**config.mk**
```make
export PLATFORM = sky130hd
export DESIGN_NAME = shift_iter_unit
export DESIGN_NICKNAME = d
export VERILOG_FILES = /design/src/rtl/shift_pkg.sv /design/src/rtl/shift_step.sv /design/src/rtl/shift_iter_unit.sv
export SDC_FILE = /design/constraint.sdc
export NUM_CORES = 1
export LEC_CHECK = 0
export CAP_MARGIN = 40
export CELL_PAD_IN_SITES_DETAIL_PLACEMENT = 1
export CELL_PAD_IN_SITES_GLOBAL_PLACEMENT = 1
export CORE_ASPECT_RATIO = 1.4
export CORE_MARGIN = 2
export CORE_UTILIZATION = 35
export DETAILED_ROUTE_END_ITERATION = 10
export GPL_TIMING_DRIVEN = 0
export PLACE_DENSITY_LB_ADDON = 0.25
export SETUP_SLACK_MARGIN = 0.4
export SLEW_MARGIN = 10
export SYNTH_ARGS = -nofsm -noshare
export SYNTH_HDL_FRONTEND = slang
export SYNTH_SLANG_ARGS = --single-unit
```
**constraint.sdc**
```tcl
create_clock -name clk -period 6.1 [get_ports clk]
set_input_delay 0.61 -clock clk [delete_from_list [all_inputs] [get_ports clk]]
set_output_delay 0.61 -clock clk [all_outputs]
set_load 0.01 [all_outputs]
```
**src/rtl/shift_pkg.sv**
```systemverilog
// Shared definitions for the iterative shifter: operation codes and FSM state encoding.
package shift_pkg;

  localparam logic [1:0] OP_SLL = 2'b00;
  localparam logic [1:0] OP_SRL = 2'b01;
  localparam logic [1:0] OP_SRA = 2'b10;
  localparam logic [1:0] OP_ROR = 2'b11;

  typedef enum logic [1:0] {
    S_IDLE = 2'b00,
    S_BUSY = 2'b01,
    S_DONE = 2'b10
  } state_e;

endpackage

```
**src/rtl/shift_step.sv**
```systemverilog
// Combinational single-step shifter: shifts A by 0..MAX_STEP bits using the selected op.
// For SRA the fill bit comes from the sign latched at accept, not from A's current MSB.
module shift_step
  import shift_pkg::*;
#(
  parameter  int WIDTH    = 32,
  parameter  int MAX_STEP = 4,
  localparam int AW       = $clog2(MAX_STEP) + 1,
  localparam int SW       = $clog2(WIDTH) + 1
) (
  input  logic [WIDTH-1:0] A,
  input  logic [AW-1:0]    amt,
  input  logic [1:0]       op,
  input  logic             sign,
  output logic [WIDTH-1:0] B
);

  logic [WIDTH-1:0] srl_val;
  logic [WIDTH-1:0] fill_mask;
  logic [SW-1:0]    lamt;

  // Shift A by amt; ROR's left part is shifted by WIDTH when amt=0, which yields zero.
  always_comb begin
    srl_val   = A >> amt;
    fill_mask = ~({WIDTH{1'b1}} >> amt);
    lamt      = SW'(WIDTH) - SW'(amt);
    B         = A;
    case (op)
      OP_SLL:  B = A << amt;
      OP_SRL:  B = srl_val;
      OP_SRA:  B = srl_val | (fill_mask & {WIDTH{sign}});
      OP_ROR:  B = srl_val | (A << lamt);
      default: B = A;
    endcase
  end

endmodule

```
**src/rtl/shift_iter_unit.sv**
```systemverilog
// Multi-cycle shifter for the ALU shift path: SLL/SRL/SRA/ROR by a variable amount,
// applying at most MAX_STEP bits per BUSY cycle, with valid/ready ports on both sides.
//
// state  | meaning
// -------+--------------------------------------------------------------
// S_IDLE | waiting for an operand; in_ready=1
// S_BUSY | shifting by min(rem, MAX_STEP) per cycle until rem reaches 0
// S_DONE | result held on out_data/out_zero until out_ready; may reload
module shift_iter_unit
  import shift_pkg::*;
#(
  parameter  int WIDTH    = 32,
  parameter  int MAX_STEP = 4,
  localparam int SHW      = $clog2(WIDTH)
) (
  input  logic             clk,
  input  logic             rst_n,
  input  logic             in_valid,
  output logic             in_ready,
  input  logic [WIDTH-1:0] in_data,
  input  logic [SHW-1:0]   in_shamt,
  input  logic [1:0]       in_op,
  output logic             out_valid,
  input  logic             out_ready,
  output logic [WIDTH-1:0] out_data,
  output logic             out_zero
);

  localparam int AW = $clog2(MAX_STEP) + 1;

  state_e           state_q, state_d;
  logic [WIDTH-1:0] data_q, data_d;
  logic [1:0]       op_q, op_d;
  logic             sign_q, sign_d;
  logic [SHW-1:0]   rem_q, rem_d;
  logic             zero_q, zero_d;

  logic             accept;
  logic [AW-1:0]    step_amt;
  logic [SHW-1:0]   rem_step;
  logic             last_step;
  logic [WIDTH-1:0] step_out;

  shift_step #(
    .WIDTH    (WIDTH),
    .MAX_STEP (MAX_STEP)
  ) u_step (
    .A    (data_q),
    .amt  (step_amt),
    .op   (op_q),
    .sign (sign_q),
    .B    (step_out)
  );

  // State register.
  always_ff @(posedge clk or negedge rst_n) begin
    if (!rst_n) begin
      state_q <= S_IDLE;
    end else begin
      state_q <= state_d;
    end
  end

  // Datapath registers; out_zero is captured alongside the data it describes.
  always_ff @(posedge clk or negedge rst_n) begin
    if (!rst_n) begin
      data_q <= '0;
      op_q   <= OP_SLL;
      sign_q <= 1'b0;
      rem_q  <= '0;
      zero_q <= 1'b1;
    end else begin
      data_q <= data_d;
      op_q   <= op_d;
      sign_q <= sign_d;
      rem_q  <= rem_d;
      zero_q <= zero_d;
    end
  end

  // Step size for this cycle and the remaining amount after it.
  always_comb begin
    if (rem_q > SHW'(MAX_STEP)) begin
      step_amt = AW'(MAX_STEP);
    end else begin
      step_amt = rem_q[AW-1:0];
    end
    rem_step  = rem_q - SHW'(step_amt);
    last_step = (rem_step == '0);
  end

  // Handshake outputs; a DONE result can hand off and reload in the same cycle.
  always_comb begin
    in_ready  = (state_q == S_IDLE) || ((state_q == S_DONE) && out_ready);
    out_valid = (state_q == S_DONE);
    accept    = in_valid && in_ready;
  end

  // Next-state logic.
  always_comb begin
    state_d = state_q;
    case (state_q)
      S_IDLE: begin
        if (accept) begin
          state_d = (in_shamt == '0) ? S_DONE : S_BUSY;
        end
      end
      S_BUSY: begin
        if (last_step) begin
          state_d = S_DONE;
        end
      end
      S_DONE: begin
        if (accept) begin
          state_d = (in_shamt == '0) ? S_DONE : S_BUSY;
        end else if (out_ready) begin
          state_d = S_IDLE;
        end
      end
      default: state_d = S_IDLE;
    endcase
  end

  // Operand capture on accept, one shift step per BUSY cycle, otherwise hold.
  always_comb begin
    data_d = data_q;
    op_d   = op_q;
    sign_d = sign_q;
    rem_d  = rem_q;
    if (accept) begin
      data_d = in_data;
      op_d   = in_op;
      sign_d = in_data[WIDTH-1];
      rem_d  = in_shamt;
    end else if (state_q == S_BUSY) begin
      data_d = step_out;
      rem_d  = rem_step;
    end
    zero_d = (data_d == '0);
  end

  assign out_data = data_q;
  assign out_zero = zero_q;

endmodule

```
Yosys cells after proc, flatten, opt, wreduce, memory -nomap -nowiden. Index checks and enable logic that the tools add are counted.

Magnitude comparators: 1. Add/sub/neg operators: 2. Bitwise operators: 4. Reductions and logical operators: 10. Shifts and indexed selects: 4. Equality and inequality tests: 8. Mux-type cells: 12.

Operator list (count): 32-bit case mux with 4 select lines (1); 32-bit 2-to-1 mux (2); 32-bit bitwise OR (2); 32-bit AND (1); 32-bit zero test (1); 32-bit inverter (1); 32-bit by 3-bit left shift with 32-bit output (1); 32-bit by 6-bit left shift with 32-bit output (1); 32-bit by 3-bit >> shifter with 32-bit output (1); 32-bit by 3-bit >> shifter with 32-bit output (first input constant) (1); 5-bit zero test (2); 2-bit 2-to-1 mux (5); 5-bit 2-to-1 mux (2); 2-bit equality test (second input constant) (3); 2-bit case mux with 3 select lines (1); 6-bit by 3-bit subtractor with 6-bit output (first input constant) (1); 5-bit by 3-bit > comparator with 1-bit output (second input constant) (1); 5-bit by 3-bit subtractor with 5-bit output (1); 2-bit by 1-bit equality test with 1-bit output (second input constant) (2); 2-bit zero test (2); 2-bit != test (second input constant) (2); 3-bit 2-to-1 mux (1); 3-bit by 1-bit != test with 1-bit output (second input constant) (1); 3-bit AND reduction (1); 3 further kinds (4).

Logic and storage cells: 47. Bits of input ports: 43. Flip-flop bits (word level): 43.

Depth between registers and ports, before layout.
Depth in word-level cells: 10. Mapped depth: 16. Gate-level depth less buffers: 13.

Cells and area by module. Synthesis repeated with hierarchy kept, for this count alone.

Cells, all modules: 769. Area total of the unflattened synthesis: 6120.9 sq um.

By module, submodules not included: shift_step (area an instance 3464.6 sq um, times used 1, cells each 456, seq. area each 0.0 sq um); shift_iter_unit (area an instance 2656.3 sq um, times used 1, cells each 313, seq. area each 1077.3 sq um).

Least setup slack after synthesis. No wires, ideal clock.

Kind: reg-to-reg. Start point: reg rem_q[4]. End point: reg zero_q, in the netlist out_zero. Path buffers: 3. Setup slack: 2.294 ns. Stages on the path, launching flop included: 17. Arrival: 3.743 ns. Period minus slack after synthesis: 3.806 ns. Required time: 6.037 ns. Path through: dfrtp_1 -> nor4b_4 -> inv_2 -> buf_2 -> buf_2 -> ha_1 -> inv_1 -> ha_1 -> clkbuf_1 -> nor2_1 -> nand2_1 -> o311ai_1 -> a32o_1 -> a41o_1 -> or4_1 -> nor4_1 -> and4_1.

Cells in the longest elaborated chain, start to end: 10. Elaborated cells on any way between the ends: 15. Classes of those cells: add/sub (1); order compare (1); shift (4); mux (4); bitwise (4); reduce/logical (1).

Ends and longest elaborated chain: start, declared (RTL line shift_iter_unit.sv:35) `logic [SHW-1:0] rem_q, rem_d;`; start signal, assigned (RTL line shift_iter_unit.sv:76) `rem_q <= rem_d;`; 5-bit by 3-bit > comparator with 1-bit output (*) (RTL line shift_iter_unit.sv:83) `if (rem_q > SHW'(MAX_STEP)) begin`; 3-bit 2-to-1 mux (*) (RTL line shift_iter_unit.sv:83); branches (longest 4 deep; another with 6-bit by 3-bit subtractor with 6-bit output); 32-bit case mux with 4 select lines (*) (RTL line shift_step.sv:28) `case (op)`; 32-bit 2-to-1 mux (*) (RTL line shift_iter_unit.sv:135) `end else if (state_q == S_BUSY) begin`; 32-bit 2-to-1 mux (*) (RTL line shift_iter_unit.sv:130) `if (accept) begin`; via data_d[24] (RTL line shift_iter_unit.sv:32) `logic [WIDTH-1:0] data_q, data_d;`; 32-bit zero test (*) (RTL line shift_iter_unit.sv:139) `zero_d = (data_d == '0);`; via zero_d (RTL line shift_iter_unit.sv:36) `logic zero_q, zero_d;`; end signal, assigned (RTL line shift_iter_unit.sv:77) `zero_q <= zero_d;`; end, declared (RTL line shift_iter_unit.sv:36).

Mark *: on every way through the listed nets, which the timed path passes. A chain may end at the register's enable or synchronous reset.

Worst setup path after layout.
Start point: reg rem_q[2]. End point: reg zero_q, in the netlist out_zero.

Cells in the longest elaborated chain, start to end: 10. Elaborated cells on any way between the ends: 15. Classes of those cells: add/sub (1); order compare (1); shift (4); mux (4); bitwise (4); reduce/logical (1).

Ends and longest elaborated chain (RTL line): 5-bit by 3-bit > comparator with 1-bit output (shift_iter_unit.sv:83); 3-bit 2-to-1 mux (*) (shift_iter_unit.sv:83); branches (longest 4 deep; another with 6-bit by 3-bit subtractor with 6-bit output); 32-bit case mux with 4 select lines (*) (shift_step.sv:28); 32-bit 2-to-1 mux (*) (shift_iter_unit.sv:135); 32-bit 2-to-1 mux (*) (shift_iter_unit.sv:130); via data_d[21] (shift_iter_unit.sv:32); 32-bit zero test (*) (shift_iter_unit.sv:139); via zero_d (shift_iter_unit.sv:36).

Marked as above.

==> results.sh <==
export IMPL_synthAdderAreaFrac=0.0103
export IMPL_max_freq_mhz=180
export IMPL_start_kind="flip-flop"
export IMPL_vias=7535
export IMPL_finalSetupViolations=0
export IMPL_layout_commonest_cell="nand2_1"
export IMPL_synth_fp_nets=809
export IMPL_pre_cts_ws_ns=0.251
export IMPL_grt_overflow_total=0
export IMPL_met3_usage=0.0972
export IMPL_worstSetupEndpointType="flip-flop"
export IMPL_syn2layout_area_growth_pct=21.5
export IMPL_holdWs_ns=0.204
export IMPL_crit_fanout=10
export IMPL_tightest_slew_ns=0.933
export IMPL_htreeDepth=2
export IMPL_fp_dieW_microns=115
export IMPL_ys_seq_area_frac=0.178
export IMPL_setup_ws_ns=0.535
export IMPL_route_detailed_wl_per_inst_microns=36.0
export IMPL_fin_setup_tns_ns=0
export IMPL_multi_input_area_sq_um=4490
export IMPL_dr_pass1_iters=8
export IMPL_synth_flop_cell="dfrtp_1"
export IMPL_ys_types=84
export IMPL_ant_nets=0
export IMPL_synth_compound_area_share=0.286
export IMPL_grt_met1_usage=0.508
export IMPL_period_minus_slack_ns=5.57
export IMPL_critPathLaunch="rem_q[2]"
export IMPL_drive_above_1_share=0.133
export IMPL_grt_max_degree=31
export IMPL_met2_usage=0.638
export IMPL_ys_ff_latch=43
export IMPL_required_ns=6.34
export IMPL_reg2reg_from="rem_q[2]"
export IMPL_rsz0062_at_grt="false"
export IMPL_initial_core_util=0.359
export IMPL_root_buffer="clkbuf_16"
export IMPL_final_max_slew_viol_count=0
export IMPL_grt_total_usage=0.422
export IMPL_grt_pass1_vias=7655
export IMPL_hold_class="in2async"
export IMPL_syn_area_sq_um=6050
export IMPL_period_share=0.912
export IMPL_worst_setup_path_type="reg2reg"
export IMPL_hold_viol=0
export IMPL_endpoint="out_zero"
export IMPL_synth_top_family_by_area="compound AO/OA/AOI/OAI gates"
export IMPL_synthMuxAreaShare=0.243
export IMPL_yosys_warnings=0
export IMPL_grt_antenna_before_repair=1
export IMPL_place_congestion=1.05
export IMPL_cts_tree="done"
export IMPL_yosys_area_top_type="dfrtp_1"
export IMPL_final_nets=899
export IMPL_core_area_sq_um=16900
export IMPL_synth_top_area_share=0.174
export IMPL_grt_pass1_wl_microns=55300
export IMPL_cap_violations=0
export IMPL_wl_microns=39000
export IMPL_worst_r2r_cell_count=16
export IMPL_drt_iter0_drc=899
export IMPL_clk_latency_ns=0.32
export IMPL_status="finished clean"
export IMPL_drc_errors=0
export IMPL_async_flop_share=1.00
export IMPL_cts_sinks=43
export IMPL_max_slew_margin=0.370
export IMPL_ctsHoldBuffers=0
export IMPL_yosys_area_share_simple=0.194
export IMPL_synth_area_leaders="dfrtp_1, mux4_2, mux2i_1"
export IMPL_dieArea_sq_um=18400
export IMPL_cts_buffers=5
export IMPL_layout_area_seq_sq_um=1080
export IMPL_ff2ff_setup_slack_ns=0.53
export IMPL_top_usage_layer="met2"
export IMPL_critical_path_arrival_ns=5.81
export IMPL_final_cell_mix="nand2_1, clkdlybuf4s50_1, clkbuf_1"
export IMPL_io_buffers=77
export IMPL_antenna_cells=0
export IMPL_skew_ns=0.0134
export IMPL_fillers=2073
export IMPL_rr_endpoint="out_zero"
export IMPL_std_cell_rows=56
export IMPL_synth_edf_count=0
export IMPL_io_pins=78
export IMPL_clk_pin_slew_ns=0.08
export IMPL_synth_xor_area_share=0.00537
export IMPL_hpwl_microns=29700
export IMPL_die_h_microns=160
export IMPL_viasPerCell=6.95
export IMPL_clk_path_buf_depth=2
export IMPL_avgSynthCellArea_sq_um=7.96
export IMPL_synth_cells=761
cells by family (layout without fill, tap and decap cells):
kind of cell | after synthesis | count (layout)
AOI/OAI and AO/OA | 253 | 253
xor gates and xnor gates | 2 | 2
adders and majority gates | 5 | 5
buffers and inverters | 107 | 198
muxes | 106 | 106
other | 1 | 1
and+or+nand+nor | 244 | 244
DFF | 43 | 43
state kept, by name (all words and copies together), names as in the netlist:
signal    count
sign_q        1
out_zero      1
out_data     32
op_q          2
rem_q         5
state_q       2
metal layers:
| metal | routed length [microns] | up-vias |
|---|---|---|
| li1 | - | 3081 |
| met1 | 14000 | 3726 |
| met5 | 0 | - |
| met2 | 17300 | 545 |
| met4 | 3920 | 0 |
| met3 | 3810 | 183 |
worst min path at each step:
stage                     startpoint           to  cells after the start
after CTS                      rst_n  out_data[4]                      1
after global routing           rst_n  out_data[4]                      1
after detailed placement       rst_n  out_data[4]                      1
after global placement    state_q[0]   state_q[1]                      1
after floorplan                rst_n      op_q[0]                      0
final                          rst_n  out_data[0]                      1
area by class of cell:
type,instances,share of cell area
plain buffers,98,0.0626
clock buffers,6,0.0189
clock inverters,2,0.00527
inverters,9,0.00527
multi-input cells,611,0.610
flip-flops and latches,43,0.146
well taps,232,0.0395
repair buffers,83,0.112
synthesized netlist by cell type (all sizes together), types with 5 or more instances:
master / count
nor4b: 5
ha: 5
nor2: 59
a21oi: 45
a211oi: 14
a31oi: 27
o211ai: 11
a2111oi: 6
nand3: 9
clkbuf: 62
a21o: 6
a311oi: 5
o2111ai: 6
nor2b: 5
nor4: 6
dfrtp: 42
inv: 7
nand2b: 10
a211o: 7
or3: 16
nand2: 98
a22oi: 7
a221oi: 7
mux4: 30
mux2i: 56
o21ai: 47
or4: 5
mux2: 20
o22a: 6
nor3: 8
o22ai: 12
buf: 36
what timing repair did:
| item | CTS | global route |
|---|---|---|
| setup endpoints to repair | 1 | 1 |
| setup buffers | 0 | 2 |
| gates cloned | 0 | 0 |
| pin swaps | 0 | 1 |
| gates resized for setup | 1 | 3 |
critical path, cell delays in order, from the launching register on:
cell and delay (ns):
dfrtp_1 0.48, nor4b_4 0.07, buf_4 0.17, inv_2 0.26, buf_2 0.39, buf_2 0.43
ha_2 0.53, ha_1 0.23, clkbuf_1 0.40, nand3_1 0.22, a21oi_1 0.57, nand2_1 0.27
o211ai_1 0.51, o22a_1 0.35, or4_1 0.27, nor4_1 0.08, and4_1 0.22
through the flow:
stage,utilization,cell area [sq um],instances
global route,0.436,7360,1084
floorplan,-,6050,761
global placement,0.421,7120,1070
finish,0.436,7360,1084
detailed placement,0.424,7150,1074
CTS,0.434,7340,1082
Power is not shown: default switching activity piles up to over one toggle a cycle in this logic, so the estimate is an artifact.
